==> config.mk <==
export PLATFORM = sky130hd
export DESIGN_NAME = axis_ring_buf
export DESIGN_NICKNAME = d
export VERILOG_FILES = /design/src/rtl/stream_buf_pkg.sv /design/src/rtl/ring_buf_mem.sv /design/src/rtl/axis_ring_buf.sv
export SDC_FILE = /design/constraint.sdc
export NUM_CORES = 1
export LEC_CHECK = 0
export BUFFER_PORTS_ARGS = -buffer_cell sky130_fd_sc_hd__buf_4
export CAP_MARGIN = 30
export CELL_PAD_IN_SITES_DETAIL_PLACEMENT = 1
export CELL_PAD_IN_SITES_GLOBAL_PLACEMENT = 1
export CORE_MARGIN = 5
export CORE_UTILIZATION = 44
export DETAILED_ROUTE_END_ITERATION = 12
export GPL_TIMING_DRIVEN = 0
export HOLD_SLACK_MARGIN = 0.06
export MAX_ROUTING_LAYER = met4
export PLACE_DENSITY = 0.86
export SLEW_MARGIN = 20
export SYNTH_ARGS = -nofsm -noshare
export SYNTH_HDL_FRONTEND = slang
export SYNTH_SLANG_ARGS = --single-unit
==> constraint.sdc <==
create_clock -name clk -period 3.9 [get_ports clk]
set_input_delay 0.585 -clock clk [delete_from_list [all_inputs] [get_ports clk]]
set_output_delay 0.585 -clock clk [all_outputs]
set_load 0.05 [all_outputs]
==> src/rtl/stream_buf_pkg.sv <==
// Shared helpers for the stream buffer family: pointer width and parameter checks.
package stream_buf_pkg;

  // One extra pointer bit distinguishes full from empty when the addresses match.
  function automatic int ptr_w(input int depth);
    return $clog2(depth) + 1;
  endfunction

  function automatic bit is_pow2(input int v);
    return (v >= 2) && ((v & (v - 1)) == 0);
  endfunction

endpackage

==> src/rtl/ring_buf_mem.sv <==
// DEPTH x WIDTH storage: one synchronous write port, one asynchronous read port.
// Kept separate so the array can be remapped to LUTRAM/BRAM without touching control.
module ring_buf_mem #(
  parameter int WIDTH = 33,
  parameter int DEPTH = 4,
  localparam int AW = $clog2(DEPTH)
) (
  input  logic             clk,
  input  logic             we,
  input  logic [AW-1:0]    waddr,
  input  logic [WIDTH-1:0] wdata,
  input  logic [AW-1:0]    raddr,
  output logic [WIDTH-1:0] rdata
);

  logic [WIDTH-1:0] mem [DEPTH];

  always_ff @(posedge clk) begin
    if (we) mem[waddr] <= wdata;
  end

  assign rdata = mem[raddr];

endmodule

==> src/rtl/axis_ring_buf.sv <==
// AXI-Stream elastic ring buffer with registered tready/tvalid, tlast sideband,
// occupancy level, almost-full/almost-empty flags and synchronous flush.
module axis_ring_buf
  import stream_buf_pkg::*;
#(
  parameter int DWIDTH        = 32,
  parameter int DEPTH         = 4,
  parameter int AFULL_THRESH  = DEPTH - 1,
  parameter int AEMPTY_THRESH = 1,
  localparam int PW           = ptr_w(DEPTH)
) (
  input  logic              clk,
  input  logic              rst,
  input  logic              flush,
  input  logic [DWIDTH-1:0] s_axis_tdata,
  input  logic              s_axis_tlast,
  input  logic              s_axis_tvalid,
  output logic              s_axis_tready,
  output logic [DWIDTH-1:0] m_axis_tdata,
  output logic              m_axis_tlast,
  output logic              m_axis_tvalid,
  input  logic              m_axis_tready,
  output logic [PW-1:0]     level,
  output logic              almost_full,
  output logic              almost_empty
);

  localparam int AW = PW - 1;

  if (!is_pow2(DEPTH)) begin : g_bad_depth
    $error("axis_ring_buf: DEPTH must be a power of two >= 2");
  end
  if (AFULL_THRESH < 1 || AFULL_THRESH > DEPTH) begin : g_bad_afull
    $error("axis_ring_buf: AFULL_THRESH out of range 1..DEPTH");
  end
  if (AEMPTY_THRESH < 0 || AEMPTY_THRESH > DEPTH - 1) begin : g_bad_aempty
    $error("axis_ring_buf: AEMPTY_THRESH out of range 0..DEPTH-1");
  end

  typedef struct packed {
    logic              last;
    logic [DWIDTH-1:0] data;
  } entry_t;

  logic [PW-1:0] wr_ptr, rd_ptr, nlevel;
  logic          wr_fire, rd_fire;
  entry_t        wr_entry, rd_entry;

  // A handshake coinciding with flush is consumed by the flush and dropped.
  assign wr_fire = s_axis_tvalid && s_axis_tready && !flush;
  assign rd_fire = m_axis_tvalid && m_axis_tready && !flush;

  assign level  = wr_ptr - rd_ptr;
  assign nlevel = level + PW'(wr_fire) - PW'(rd_fire);

  assign wr_entry = '{last: s_axis_tlast, data: s_axis_tdata};

  ring_buf_mem #(
    .WIDTH($bits(entry_t)),
    .DEPTH(DEPTH)
  ) u_mem (
    .clk  (clk),
    .we   (wr_fire),
    .waddr(wr_ptr[AW-1:0]),
    .wdata(wr_entry),
    .raddr(rd_ptr[AW-1:0]),
    .rdata(rd_entry)
  );

  assign m_axis_tdata = rd_entry.data;
  assign m_axis_tlast = rd_entry.last;

  always_ff @(posedge clk) begin
    if (rst || flush) begin
      wr_ptr        <= '0;
      rd_ptr        <= '0;
      s_axis_tready <= 1'b1;
      m_axis_tvalid <= 1'b0;
    end else begin
      wr_ptr        <= wr_ptr + PW'(wr_fire);
      rd_ptr        <= rd_ptr + PW'(rd_fire);
      s_axis_tready <= (nlevel != PW'(DEPTH));
      m_axis_tvalid <= (nlevel != '0);
    end
  end

  assign almost_full  = (level >= PW'(AFULL_THRESH));
  assign almost_empty = (level <= PW'(AEMPTY_THRESH));

endmodule

==> insert_results.sql <==
INSERT INTO impl_metrics (metric_group, metric, value, unit) VALUES
('status', 'status', 'complete, no violations', ''),
('global_route', 'grt_antenna_before_repair', '0', ''),
('worst_setup_path', 'path_cells', 'inv_1, ha_1, fa_1, inv_1, nor2_1, buf_4', ''),
('routing', 'number_of_vias_in_the_routed_layout', '2545', ''),
('logic_synthesis', 'ys_warn_count', '0', ''),
('global_route', 'grt_pass1_wl', '15930', 'microns'),
('global_route', 'grt_pass1_vias', '2906', ''),
('routing', 'number_of_iterations_in_the_first_detailed_routing_pass', '4', ''),
('sta', 'layout_skew', '0.007581', 'ns'),
('clocking', 'htreeDepth', '4', ''),
('clocking', 'postCtsSetupBuffers', '0', ''),
('sta', 'achievable-frequency', '0.3649', 'GHz'),
('global_route', 'largest_net_degree_at_the_start_of_global_routing', '17', ''),
('place', 'preCtsSetupSlack', '1.117', 'ns'),
('floorplan', 'design.die.area', '14250', 'sq um'),
('place', 'port-buffer-count', '77', ''),
('sta', 'final-max-slew-violation-count', '0', ''),
('logic_synthesis', 'syn_inst', '224', ''),
('clocking', 'cts_resized', '0', ''),
('clocking', 'cts.path.max_buffers', '2', ''),
('sta', 'slew-limit-headroom', '53.36', '%'),
('place', 'placed_cells', '464', ''),
('clocking', 'numCtsBuffers', '17', ''),
('routing', 'wl_per_cell', '20.20', 'microns'),
('floorplan', 'num_rows', '40', ''),
('logic_synthesis', 'yosys_register_bits', '140', ''),
('floorplan', 'ios', '78', ''),
('place', 'post_dp_cell_area', '6167', 'sq um'),
('clocking', 'cts.sink_count', '140', ''),
('layout', 'n_fill_cell', '1016', ''),
('sta', 'hold_violation_count_in_the_final_report', '0', ''),
('worst_setup_path', 'timing.critical_path.max_delay_family', 'adder cells', ''),
('logic_synthesis', 'synth.cell_area', '5265', 'sq um'),
('routing', 'drt_wl_total', '10020', 'microns'),
('worst_setup_path', 'criticalPathCategory', 'reg2out', ''),
('floorplan', 'coreArea', '11860', 'sq um'),
('clocking', 'clock_latency', '0.42', 'ns'),
('logic_synthesis', 'post_synth.cell_area_avg', '23.50', 'sq um'),
('worst_setup_path', 'crit_path_max_fanout', '4', ''),
('worst_setup_path', 'worst_ep_required_time', '3.31', 'ns'),
('sta', 'unrepaired_setup_endpoints_after_global_routing', 'false', ''),
('clocking', 'hold_buffers', '0', ''),
('sta', 'timing.final.crit_period', '2.740', 'ns'),
('sta', 'report.final.setup_viol', '0', ''),
('place', 'place.gp.congestion', '0.7722', ''),
('global_route', 'track_usage', '15.79', '%'),
('floorplan', 'die_w', '119.4', 'microns'),
('layout', 'antenna-diode-count', '0', ''),
('layout', 'area_delta_synth_final', '27.02', '%'),
('power', 'worst_vdd_ir', '370.8', 'uV'),
('worst_setup_path', 'crit_path_top_delay_cell', 'sky130_fd_sc_hd__fa_1', ''),
('layout', 'post_route_cells_drive_above_1_share', '45.56', '%'),
('routing', 'drcViolationCount', '0', ''),
('worst_hold_path', 'worstHoldPathType', 'in2reg', ''),
('worst_setup_path', 'critPathMaxStageDelay', '0.61', 'ns'),
('layout', 'layout.cell_area.non_filler', '6688', 'sq um'),
('routing', 'postRouteAntennaNets', '0', ''),
('floorplan', 'floorplan.initialDensity', '44.39', '%'),
('place', 'detailed_place_hpwl', '7168', 'microns'),
('sta', 'crit_path_setup_slack_layout', '1.160', 'ns'),
('clocking', 'tritoncts_clock_tree', 'built', ''),
('run', 'max_cap_viol_count', '0', ''),
('logic_synthesis', 'yosys.cell_types.count', '21', ''),
('worst_setup_path', 'startpoint_type', 'register', ''),
('worst_setup_path', 'cp-end-kind', 'output pin', ''),
('layout', 'final-instance-count-excl-fill', '496', ''),
('worst_setup_path', 'number_of_buffer_and_inverter_stages_on_the_critical_path', '3', ''),
('global_route', 'grt.overflow.total', '0', ''),
('sta', 'worst_pin_slew', '0.6958', 'ns'),
('layout', 'finish.net_count', '383', ''),
('power', 'power_leakage', '0.002375', 'uW'),
('floorplan', 'chipHeight', '119.4', 'microns'),
('clocking', 'clk_root_buffer_cell', 'sky130_fd_sc_hd__clkbuf_16', ''),
('power', 'p_per_area', '489.9', 'nW/um^2'),
('routing', 'detailedRoute.firstIterationViolations', '146', ''),
('clocking', 'path_clk_slew', '0.06', 'ns'),
('logic_synthesis', 'mappedNetlistNets', '271', ''),
('sta', 'final.period_utilization', '70.27', '%'),
('worst_setup_path', 'cpMostUsedCell', 'sky130_fd_sc_hd__inv_1', ''),
('logic_synthesis', 'ys_seq_area_share', '78.33', '%'),
('routing', 'via_count_normalized_by_instance_count', '5.131', ''),
('worst_setup_path', 'worstPathArrival', '2.16', 'ns');
[cell families (layout without fill, tap and decap cells)]
family / Yosys count / after routing / share of synthesized area (%)
buffers and inverters: 17 / 142 / 1.854
DFF: 140 / 140 / 78.33
adders and majority gates: 9 / 9 / 2.424
and+or+nand+nor: 18 / 18 / 1.687
muxes: 33 / 33 / 14.33
AOI/OAI and AO/OA: 2 / 2 / 0.2613
xor gates and xnor gates: 5 / 5 / 1.117
[where the power goes]
group | internal, uW | leakage [uW] | switching [uW]
Combinational | 72.0 | 0.000860 | 116
Sequential | 1670 | 0.00126 | 5.64
Clock | 865 | 0.000251 | 549
Total | 2610 | 0.00238 | 671
[layout make-up]
class / instances / area [sq um] / share of cell area, %
Buffer: 9 / 67.56 / 1.010
Multi-Input combinational cell: 67 / 1064 / 15.90
Sequential cell: 140 / 4124 / 61.67
Clock inverter: 9 / 72.57 / 1.085
Inverter: 8 / 30.03 / 0.4490
Tap cell: 147 / 183.9 / 2.750
Timing Repair Buffer: 93 / 698.2 / 10.44
Clock buffer: 23 / 447.9 / 6.698
[synthesized netlist by cell type]
cell type                  instances  area share, %
sky130_fd_sc_hd__edfxtp_1        132             75
sky130_fd_sc_hd__mux4_2           30             13
sky130_fd_sc_hd__dfxtp_1           8            3.0
sky130_fd_sc_hd__inv_1             8           0.57
sky130_fd_sc_hd__ha_1              7            1.7
sky130_fd_sc_hd__nor3_1            6           0.57
sky130_fd_sc_hd__and2_1            4           0.48
sky130_fd_sc_hd__buf_6             4           0.86
sky130_fd_sc_hd__nor2_1            4           0.29
sky130_fd_sc_hd__buf_2             3           0.29
sky130_fd_sc_hd__mux4_1            3            1.5
sky130_fd_sc_hd__xnor2_1           3           0.50
sky130_fd_sc_hd__clkbuf_1          2           0.14
sky130_fd_sc_hd__fa_1              2           0.76
sky130_fd_sc_hd__nand2_1           2           0.14
sky130_fd_sc_hd__nand3_1           1          0.095
sky130_fd_sc_hd__o21ai_0           1          0.095
sky130_fd_sc_hd__o31a_1            1           0.17
sky130_fd_sc_hd__or2_2             1           0.12
sky130_fd_sc_hd__xnor3_2           1           0.45
sky130_fd_sc_hd__xor2_1            1           0.17
[cells in the final DEF (no fill, tap or decap)]
cell                         instances
sky130_fd_sc_hd__nor2_1              4
sky130_fd_sc_hd__xnor3_2             1
sky130_fd_sc_hd__buf_6               4
sky130_fd_sc_hd__clkinvlp_4          1
sky130_fd_sc_hd__buf_2               3
sky130_fd_sc_hd__bufinv_16           1
sky130_fd_sc_hd__and2_1              4
sky130_fd_sc_hd__xnor2_1             3
sky130_fd_sc_hd__mux4_1              3
sky130_fd_sc_hd__nor3_1              2
sky130_fd_sc_hd__fa_1                2
sky130_fd_sc_hd__mux4_2             30
sky130_fd_sc_hd__xor2_1              1
sky130_fd_sc_hd__clkinv_2            3
sky130_fd_sc_hd__buf_4              93
sky130_fd_sc_hd__ha_1                7
sky130_fd_sc_hd__dfxtp_1             8
sky130_fd_sc_hd__nand2_1             2
sky130_fd_sc_hd__clkinv_1            3
sky130_fd_sc_hd__clkbuf_16          17
sky130_fd_sc_hd__o31a_1              1
sky130_fd_sc_hd__clkbuf_1            8
sky130_fd_sc_hd__inv_1               8
sky130_fd_sc_hd__nor3_2              4
sky130_fd_sc_hd__clkinv_4            1
sky130_fd_sc_hd__nand3_1             1
sky130_fd_sc_hd__o21ai_0             1
sky130_fd_sc_hd__or2_2               1
sky130_fd_sc_hd__edfxtp_1          132
[layer usage]
metal	vias up	track usage [%]	wire (microns)
met2	59	26.28	5467
met1	1317	17.33	3916
met5	-	-	0
li1	1151	-	-
met4	0	6.657	174
met3	18	5.461	460
[flip-flops by register name (all words and copies together) (netlist names)]
| register | flops |
|---|---|
| m_axis_tvalid | 1 |
| rd_ptr | 3 |
| u_mem.mem | 132 |
| wr_ptr | 3 |
| s_axis_tready | 1 |
[path summary, 6_finish.rpt]
path	slack, ns	from	cells after the start	to
worst max register to register	1.48	s_axis_tready	10	m_axis_tvalid
worst max-delay path	1.16	wr_ptr[0]	6	almost_empty
worst min-delay path	0.36	rst	2	rd_ptr[2]
worst min register to register	0.58	rd_ptr[2]	2	rd_ptr[2]
[through the flow]
| step | setup TNS [ns] | util, % | total power (uW) | hold WS (ns) |
|---|---|---|---|---|
| CTS | 0 | 56.38 | 3306 | 0.3459 |
| floorplan | 0 | - | 1808 | 0.5155 |
| detailed placement | 0 | 51.99 | 1895 | 0.5763 |
| global placement | -227.32 | 50.81 | 1884 | 0.5394 |
| global route | 0 | 56.38 | 3401 | 0.3366 |
| finish | 0 | 56.38 | 3276 | 0.3620 |
Power figures use the tool's default switching activity.
